===== src/rtl/cas_decode_sched_pkg.sv =====
// Shared types and constants for the case-decode scheduler.
package cas_decode_sched_pkg;

  typedef enum logic [1:0] {IDLE, EXEC, RESP} state_t;

  // Pattern with don't-care bits: a bit takes part in the match only where msk is 1.
  typedef struct packed {
    logic [2:0] val;
    logic [2:0] msk;
  } pat_t;

  localparam pat_t PAT_10X = '{val: 3'b100, msk: 3'b110};
  localparam pat_t PAT_0X1 = '{val: 3'b001, msk: 3'b101};

  localparam logic [2:0] C_THREE = 3'b011;
  localparam logic [2:0] C_TWO   = 3'b010;

  function automatic logic pat_match(input logic [2:0] b, input pat_t p);
    return (b & p.msk) == p.val;
  endfunction

endpackage


===== src/rtl/cas_decode_core.sv =====
// Combinational case-decode table; first matching pattern wins.
module cas_decode_core
  import cas_decode_sched_pkg::*;
(
  input  logic       a,
  input  logic [2:0] b,
  output logic [2:0] c_next,
  output logic       d_next
);

  // Default row first, then the prioritised patterns override it.
  always_comb begin
    c_next = C_TWO;
    d_next = a;
    if (pat_match(b, PAT_10X)) begin
      d_next = 1'b1;
      c_next = a ? C_THREE : 3'b000;
    end else if (pat_match(b, PAT_0X1)) begin
      d_next = 1'b0;
      c_next = C_TWO;
    end
  end

endmodule


===== src/rtl/cas_decode_sched.sv =====
// Round-robin scheduler sharing one registered case-decode datapath among NREQ requesters.
module cas_decode_sched
  import cas_decode_sched_pkg::*;
#(
  parameter int NREQ  = 4,
  parameter int ID_W  = 2,
  parameter int CNT_W = 8
) (
  input  logic              clock,
  input  logic              reset,
  input  logic [NREQ-1:0]   req,
  input  logic [NREQ-1:0]   req_a,
  input  logic [3*NREQ-1:0] req_b,
  output logic [NREQ-1:0]   gnt,
  output logic              out_valid,
  input  logic              out_ready,
  output logic [ID_W-1:0]   out_id,
  output logic [2:0]        c,
  output logic              d,
  output logic              busy,
  output logic [CNT_W-1:0]  done_cnt
);

  state_t          state, state_n;
  logic [ID_W-1:0] ptr, win;
  logic            op_a;
  logic [2:0]      op_b;
  logic [2:0]      c_next;
  logic            d_next;

  // First set request bit searching upward from p+1, wrapping around.
  function automatic logic [ID_W-1:0] rr_pick(input logic [NREQ-1:0] r,
                                               input logic [ID_W-1:0] p);
    logic [ID_W-1:0] w;
    logic            found;
    int              idx;
    w     = '0;
    found = 1'b0;
    for (int i = 1; i <= NREQ; i++) begin
      idx = (int'(p) + i) % NREQ;
      if (!found && r[idx]) begin
        w     = ID_W'(idx);
        found = 1'b1;
      end
    end
    return w;
  endfunction

  assign win  = rr_pick(req, ptr);
  assign busy = (state != IDLE);

  cas_decode_core u_core (
    .a      (op_a),
    .b      (op_b),
    .c_next (c_next),
    .d_next (d_next)
  );

  // State register.
  always_ff @(posedge clock) begin
    if (reset) state <= IDLE;
    else       state <= state_n;
  end

  // Next-state: grant on any request, one decode cycle, then wait for acceptance.
  always_comb begin
    state_n = state;
    case (state)
      IDLE:    if (|req) state_n = EXEC;
      EXEC:    state_n = RESP;
      RESP:    if (out_ready) state_n = IDLE;
      default: state_n = IDLE;
    endcase
  end

  // Datapath: operand capture on grant, decode register in EXEC, result handshake in RESP.
  always_ff @(posedge clock) begin
    if (reset) begin
      gnt       <= '0;
      out_valid <= 1'b0;
      out_id    <= '0;
      c         <= '0;
      d         <= 1'b0;
      done_cnt  <= '0;
      ptr       <= ID_W'(NREQ - 1);
      op_a      <= 1'b0;
      op_b      <= '0;
    end else begin
      gnt <= '0;
      case (state)
        IDLE: if (|req) begin
          op_a   <= req_a[win];
          op_b   <= req_b[3*win +: 3];
          out_id <= win;
          ptr    <= win;
          gnt    <= {{(NREQ-1){1'b0}}, 1'b1} << win;
        end
        EXEC: begin
          c         <= c_next;
          d         <= d_next;
          out_valid <= 1'b1;
        end
        RESP: if (out_ready) begin
          out_valid <= 1'b0;
          if (done_cnt != '1) done_cnt <= done_cnt + CNT_W'(1);
        end
        default: ;
      endcase
    end
  end

endmodule

===== config.mk =====
export PLATFORM = sky130hd
export DESIGN_NAME = cas_decode_sched
export DESIGN_NICKNAME = d
export VERILOG_FILES = /design/src/rtl/cas_decode_sched_pkg.sv /design/src/rtl/cas_decode_core.sv /design/src/rtl/cas_decode_sched.sv
export SDC_FILE = /design/constraint.sdc
export NUM_CORES = 1
export LEC_CHECK = 0
export CAP_MARGIN = 20
export CORE_MARGIN = 10
export CORE_UTILIZATION = 40
export DETAILED_ROUTE_END_ITERATION = 8
export MAX_ROUTING_LAYER = met4
export PLACE_DENSITY = 0.75
export REMOVE_ABC_BUFFERS = 1
export SYNTH_ARGS = -nofsm -noshare
export SYNTH_HDL_FRONTEND = slang
export SYNTH_SLANG_ARGS = --single-unit

===== constraint.sdc =====
create_clock -name clock -period 1.62 [get_ports clock]
set_input_delay 0.162 -clock clock [delete_from_list [all_inputs] [get_ports clock]]
set_output_delay 0.162 -clock clock [all_outputs]
set_load 0.03 [all_outputs]

==> run metrics, run 1 <==
status=finished, violations left; failing checks=setup timing; commonest cells after routing, fill and taps aside=32 x clkdlybuf4s50_1, 24 x dfxtp_1, 20 x nor2_1, 17 x buf_4, 9 x mux2i_1; critical path arrival=1.85 ns; Async S/R FF share, synth=0; Worst Skew=0.00102 ns; root buffer cell=clkbuf_4; die area=5770 um^2; boundary pin count=43; startpoint types=input pin; Row Count=20; buffers and inverters on the worst path=2; all-layer global routing usage=0.118; GRT Residual Overflow=0; period utilization=1.00; TritonCTS clock tree=built; Synth Instances=138; pin count of the biggest net entering global routing=22; final slew viol count=0; gp weighted congestion=0.864; Nets=221; DRC=0; most common cell after layout, fill and taps aside=clkdlybuf4s50_1; n_diodes=0; die height=76.0 um; Critical Path Fanout Max=6; Area Growth Syn to Fin=52.8%; routed len/inst=~14 um; Final Critical Period=roughly 1.6 ns; first-pass GRT wire length=between 5000 and 6000 um; Sink Count=26; via count=1,196; DIE WIDTH=approximately 76 um; share of cells above drive strength 1=0.194; CTS Buffer Depth=2; Filler cells=approximately 250; Static Leak=0.882 nW; Via density=around 5.0; HP Class=flip-flop to flip-flop; number of global-route vias before repair=1,246; critical path type=input pin to flip-flop; Post-synth EDFFs=0; pre-CTS WS=-0.431 ns; Critical Path, Cell by Cell=clkdlybuf4s50_1 -> or3b_4 -> o311ai_4 -> buf_6 -> mux2i_1 -> mux2i_1 -> a22o_1; post-route ant nets=0; First-pass DRT Iterations=4; cts hold-fix bufs=0; average cell area after synthesis=slightly above 9 um^2; maximum vdd drop=328 uV; area taken by multi-input logic gates=701 um^2; fin worst setup slack=-0.00519 ns; Seq cells post-synth=26; final setup fails=1; Power Density=841 nW/um^2; total CTS buffers=3; IO buf count=41; minimum hold slack=0.458 ns; Max H-tree Level=1; hpwl dp=2620 um; predominant post-synthesis flop cell=dfxtp_1; mapped cell area=approximately 1300 um^2; final core occ=0.632; most used cell, CP=mux2i_1; Fin. Hold Viols=0; CP peak stage delay=0.51 ns; Crit-path slowest cell=clkdlybuf4s50_1; CP Capture Type=flip-flop; initial core utilization=0.414; initial antenna violation count=0; DR iter-0 viols=66; CTS clk-pin slew, worst paths=roughly 0.14 ns; Tot Pwr=about 0.0016 W; sequential area share after synthesis=0.416; fmax=615 MHz; synth unique cells=42; Placeable Area=3030 um^2; synth warn=0; clk_lat worst skew=0.31 ns; Seq. cell area=523 um^2; Worst Path Required=1.85 ns; final WL=between 3000 and 4000 um; RSZ-0062 raised after global routing=yes; max cap viols=0; CP top delay family=buffers and inverters
where the power goes:
part / internal, W / switching (W) / total, W
logic: 0.000288 / 0.000261 / 0.000548
registers: 0.000699 / 0.0000386 / 0.000738
clock network: 0.000137 / 0.000187 / 0.000324
registers in the layout, summed over array words and instances (netlist names):
signal / cells
done_cnt: 8
gnt: 4
op_b: 3
c: 2
out_id: 2
ptr: 2
state: 2
d: 1
op_a: 1
out_valid: 1
stage by stage:
| step | cells | instance area, um^2 | setup TNS [ns] |
|---|---|---|---|
| after global routing | 240 | 1910 | -0.232 |
| after global placement | 232 | 1790 | -2.24 |
| final | 240 | 1910 | -0.00519 |
| after detailed placement | 232 | 1790 | -3.14 |
| after floorplan | 132 | 1210 | -0.354 |
| after CTS | 238 | 1870 | -0.00677 |
synthesized netlist by cell type, types with 3 or more instances:
master	n	area share
nor2b_1	8	0.040
nand2b_1	3	0.015
mux2i_1	9	0.072
xnor2_1	5	0.035
a21oi_1	4	0.016
nand3_1	6	0.024
inv_1	7	0.021
dfxtp_1	26	0.42
nor2_1	20	0.060
clkbuf_1	3	0.0090
nand2_1	4	0.012
nor3_1	6	0.024
worst reg2reg max path, delay by kind of cell (launching register included):
family          cells  cell delay, ns
compound gates      2            0.28
flops               1            0.35
mux                 2            0.32
buf+inv             1            0.17
simple gates        1            0.41
final timing paths:
kind	startpoint	endpoint	slack, ns	cells past startpoint
setup / recovery	req[1]	op_b[0]	-0.005	7
hold / removal	c[0]	c[0]	0.46	2
setup reg to reg	ptr[0]	op_b[0]	0	6
hold reg to reg	c[0]	c[0]	0.46	2
area by class of cell:
type / count / share of cell area
flip-flops and latches: 26 / 0.273
well taps: 44 / 0.0288
inverters: 7 / 0.0137
clock buffers: 4 / 0.0190
multi-input cells: 99 / 0.366
repair buffers: 60 / 0.299
what timing repair did:
item / 4_1_cts / 5_1_grt
gates resized for setup: 10 / 10
setup endpoints to repair: 8 / 15
buffers inserted: 2 / 2
pin swaps: 3 / 2
cells by family after synthesis:
logic type | count (synthesis) | synth area share
simple gates | 60 | 0.252
flops | 26 | 0.416
compound gates | 20 | 0.137
buf+inv | 13 | 0.0509
mux | 11 | 0.0899
xor+xnor | 6 | 0.0420
fa+ha+maj | 1 | 0.00999
other cells | 1 | 0.00299
routing by layer:
metal  wire length, um  global-route usage
met5                 0                   -
met2              1850               0.212
met4                57              0.0455
met3                90              0.0189
met1              1460               0.126
No activity file was read; power rests on OpenSTA's default activity.
==> inputs of run 2 (changes only) <==
--- a/config.mk
+++ b/config.mk
@@ -10,7 +10,7 @@
 export CORE_UTILIZATION = 40
 export DETAILED_ROUTE_END_ITERATION = 8
 export MAX_ROUTING_LAYER = met4
-export PLACE_DENSITY = 0.75
+export PLACE_DENSITY = 0.8
 export REMOVE_ABC_BUFFERS = 1
 export SYNTH_ARGS = -nofsm -noshare
 export SYNTH_HDL_FRONTEND = slang
==> constraint.sdc (replaced) <==
create_clock -name clock -period 2 [get_ports clock]
set_input_delay 0.2 -clock clock [delete_from_list [all_inputs] [get_ports clock]]
set_output_delay 0.2 -clock clock [all_outputs]
set_load 0.03 [all_outputs]
==> run metrics, run 2 (synthesized netlist as in run 1, its figures left out) <==
status=completed; DIE WIDTH=76.0 um; share of cells above drive strength 1=0.108; most common cell after layout, fill and taps aside=clkdlybuf4s50_1; Sink Count=26; Nets=210; DRC=0; hpwl dp=~2500 um; Static Leak=0.701 nW; boundary pin count=43; post-route ant nets=0; final core occ=0.591; max reg flops=8; Area Growth Syn to Fin=42.9%; die area=5770 um^2; first-pass GRT wire length=~5100 um; IO buf count=41; CP Capture Type=primary output; DR iter-0 viols=54; Largest Register=done_cnt; Placeable Area=3030 um^2; number of global-route vias before repair=between 1,000 and 1,500; via count=around 1,100; fin worst setup slack=0.170 ns; gp weighted congestion=~0.77; HP Class=flip-flop to flip-flop; RSZ-0062 raised after global routing=no; final setup fails=0; all-layer global routing usage=0.107; initial antenna violation count=0; max cap viols=0; Min-Delay Path Depth=2; CTS Buffer Depth=2; Worst Path Required=between 1.5 and 2 ns; Critical Path Fanout Max=5; total CTS buffers=3; clk_lat worst skew=approximately 0.32 ns; Row Count=20; Final Critical Period=1.83 ns; die height=between 70 and 80 um; critical path type=flip-flop to primary output; commonest cells after routing, fill and taps aside=41 x clkdlybuf4s50_1, 26 x dfxtp_1, 20 x nor2_1, 9 x mux2i_1, 8 x nor2b_1; period utilization=0.915; n_diodes=0; measured slew at the worst slew-check pin=~0.69 ns; GRT Residual Overflow=0; critical path arrival=1.63 ns; Setup Fix Bufs, Post-CTS=0; root buffer cell=clkbuf_4; Via density=4.97; Power Density=697 nW/um^2; TritonCTS clock tree=built; Max H-tree Level=1; final WL=around 3000 um; maximum vdd drop=244 uV; final slew viol count=0; routed len/inst=13.3 um; First-pass DRT Iterations=4; FF-to-FF path depth=5; Worst Skew=0.00175 ns; Fin. Hold Viols=0; CTS clk-pin slew, worst paths=0.14 ns; pre-CTS WS=-0.158 ns; initial core utilization=0.414; # resized after CTS=0; fmax=547 MHz; largest registers=done_cnt x8, gnt x4, op_b x3; Rel. slew slack=0.542; startpoint types=flip-flop; pin count of the biggest net entering global routing=22; setup TNS=0 ns; cts hold-fix bufs=0
[run 2: cell count changes in the layout (fill, tap and decap cells not counted), moves of 2 or more]
cell,delta
dlymetal6s2s_1,-6
dlygate4sd2_1,-2
dfxtp_1,+2
buf_4,-10
dfxtp_2,-2
clkdlybuf4s50_1,+9
buf_6,-2
[run 2: path summary, 6_finish.rpt]
path            start       to  slack (ns)
max          state[1]     busy        0.17
max reg2reg    ptr[1]  op_b[0]        0.19
min reg2reg      c[0]     c[0]        0.46
min              c[0]     c[0]        0.46
[run 2: through the flow]
step	total power (W)	cell area (um^2)	hold WS (ns)	instances
floorplan	0.000823	1210	0.269	132
global route	0.00131	1790	0.508	229
global placement	0.000983	1750	0.442	225
finish	0.00125	1790	0.460	229
detailed placement	0.000995	1750	0.449	225
CTS	0.00126	1790	0.469	229
[run 2: report_power, final]
group	internal (W)	switching (W)	total (W)
clock	0.000111	0.000156	0.000267
combinational	0.000196	0.000188	0.000385
sequential	0.000565	0.0000315	0.000596
[run 2: area by class of cell]
class | count | area [um^2]
repair buffers | 49 | 483
fillers | 266 | 1240
clock buffers | 4 | 36.3
flip-flops and latches | 26 | 520
inverters | 7 | 26.3
well taps | 44 | 55.1
multi-input cells | 99 | 668
[run 2: routing by layer]
layer	global-route usage	vias to the layer above	share of wire
met4	0.0682	0	0.021
met1	0.108	527	0.43
li1	-	572	-
met2	0.183	35	0.50
met5	-	-	0
met3	0.0259	4	0.052
[run 2: critical path, stage by stage (launching register included)]
cell and delay (ns):
dfxtp_1 0.39, or2_1 0.21, clkdlybuf4s50_1 0.71
==> inputs of run 3 (changes only) <==
--- a/config.mk
+++ b/config.mk
@@ -12,6 +12,7 @@
 export MAX_ROUTING_LAYER = met4
 export PLACE_DENSITY = 0.8
 export REMOVE_ABC_BUFFERS = 1
+export SETUP_SLACK_MARGIN = 0.2
 export SYNTH_ARGS = -nofsm -noshare
 export SYNTH_HDL_FRONTEND = slang
 export SYNTH_SLANG_ARGS = --single-unit
==> run metrics, run 3 (synthesized netlist as in run 1, its figures left out) <==
status=completed; max cap viols=0; HP Class=flip-flop to flip-flop; CTS clk-pin slew, worst paths=0.14 ns; Critical Path, Cell by Cell=clkdlybuf4s50_1; Power Density=between 600 and 700 nW/um^2; Sink Count=26; final setup fails=0; Static Leak=0.705 nW; Worst Skew=around 0.0018 ns; Nets=210; critical path type=flip-flop to primary output; commonest cells after routing, fill and taps aside=40 x clkdlybuf4s50_1, 26 x dfxtp_1, 20 x nor2_1, 9 x mux2i_1, 8 x nor2b_1; Area Growth Syn to Fin=43.6%; CTS Buffer Depth=2; Worst setup endpoint=done_cnt[4]; Worst Path Required=approximately 1.8 ns; buffers and inverters on the worst path=1; Via density=5.00; first-pass GRT wire length=5190 um; final slew viol count=0; reg2reg setup slack=0.36 ns; FF-to-FF path depth=5; number of global-route vias before repair=1,232; max reg flops=8; met3 WL post-DR=155 um; Filler cells=267; Fin. Hold Viols=0; n_diodes=0; Row Count=20; final WL=3060 um; pin count of the biggest net entering global routing=22; Placeable Area=3030 um^2; reg-to-reg endpoint=op_b[0]; total CTS buffers=3; CP top delay family=buffers and inverters; share of cells above drive strength 1=0.108; critical path arrival=1.48 ns; setup TNS=0 ns; GRT Residual Overflow=0; DR iter-0 viols=47; Met2 Wirelength=1530 um; startpoint types=flip-flop; all-layer global routing usage=0.109; routed len/inst=13.4 um; M1 WL=~1300 um; CP peak stage delay=0.71 ns; post-route ant nets=0; RSZ-0062 raised after global routing=no; via count=1,144; cts hold-fix bufs=0; worst r2r src=ptr[1]; DP Cell Count=225; DIE WIDTH=approximately 76 um; Final Critical Period=1.68 ns; Largest Register=done_cnt; Max H-tree Level=1; maximum vdd drop=253 uV; boundary pin count=43; crit path launch=done_cnt[4]; period utilization=0.839; die area=5770 um^2; initial core utilization=0.414; clk_lat worst skew=around 0.32 ns; DRC=0; uppermost layer routed=met4; most common cell after layout, fill and taps aside=clkdlybuf4s50_1; largest registers=done_cnt x8, gnt x4, op_b x3; root buffer cell=clkbuf_4; hpwl dp=between 2000 and 3000 um; Critical Path Fanout Max=5; Finished Layout Cells=229; CP Capture Type=primary output; IO buf count=41; Setup Fix Bufs, Post-CTS=0; fmax=596 MHz; First-pass DRT Iterations=4; Crit path depth=1; gp weighted congestion=0.765; initial antenna violation count=0; Crit-path slowest cell=clkdlybuf4s50_1; die height=76.0 um; TritonCTS clock tree=built
==> run 3: changes by cell type in the layout (fill, tap and decap cells not counted) <==
cell,before,now
o311ai_4,0,1
o311ai_2,1,0
dlygate4sd2_1,0,1
clkdlybuf4s50_1,41,40
==> run 3: through the flow <==
step	area [um^2]	hold slack, ns	worst slack [ns]	utilization	total power, W
3_3_place_gp	1750	0.442	-0.0531	0.579	0.000983
6_report	1800	0.460	0.322	0.594	0.00125
3_5_place_dp	1750	0.449	-0.158	0.579	0.000995
4_1_cts	1800	0.469	0.312	0.594	0.00126
5_1_grt	1800	0.508	0.256	0.594	0.00132
2_1_floorplan	1210	0.269	0.257	-	0.000823
==> run 3: worst register-to-register path, delay by kind of cell, from the launching register on <==
family / cells / cell delay (ns)
AOI/OAI and AO/OA: 2 / 0.72
buffers and inverters: 1 / 0.10
DFF: 1 / 0.40
muxes: 2 / 0.34
==> run 3: final cells by class <==
cell class                 count  area [um^2]  area share
inverter                       7         26.3      0.0146
clock buffer                   4         36.3      0.0202
timing repair buffer          49          482       0.268
sequential                    26          520       0.289
tap                           44         55.1      0.0306
multi-input combinational     99          678       0.377
==> run 3: power by group <==
part           switching (W)  internal, W
combinational       0.000191     0.000197
sequential         0.0000314     0.000565
clock               0.000156     0.000111
total               0.000378     0.000873
==> run 3: worst min-delay path by stage <==
stage | start | endpoint | slack [ns] | depth (start not counted)
2_1_floorplan | reset | c[0] | 0.27 | 1
3_3_place_gp | c[0] | c[0] | 0.44 | 2
3_5_place_dp | c[0] | c[0] | 0.45 | 2
4_1_cts | c[0] | c[0] | 0.47 | 2
5_1_grt | c[0] | c[0] | 0.51 | 2
6_report | c[0] | c[0] | 0.46 | 2
==> run 3: layer usage <==
metal  vias to the layer above  track usage
met4                         0       0.0682
met2                        35        0.187
met3                         4       0.0248
li1                        573            -
met1                       532        0.109
met5                         -            -
==> run 3: what timing repair did <==
item / 4_1_cts / 5_1_grt
endpoints found under the hold margin: 0 / 0
gates resized for setup: 2 / 0
endpoints found under the setup margin: 5 / 0
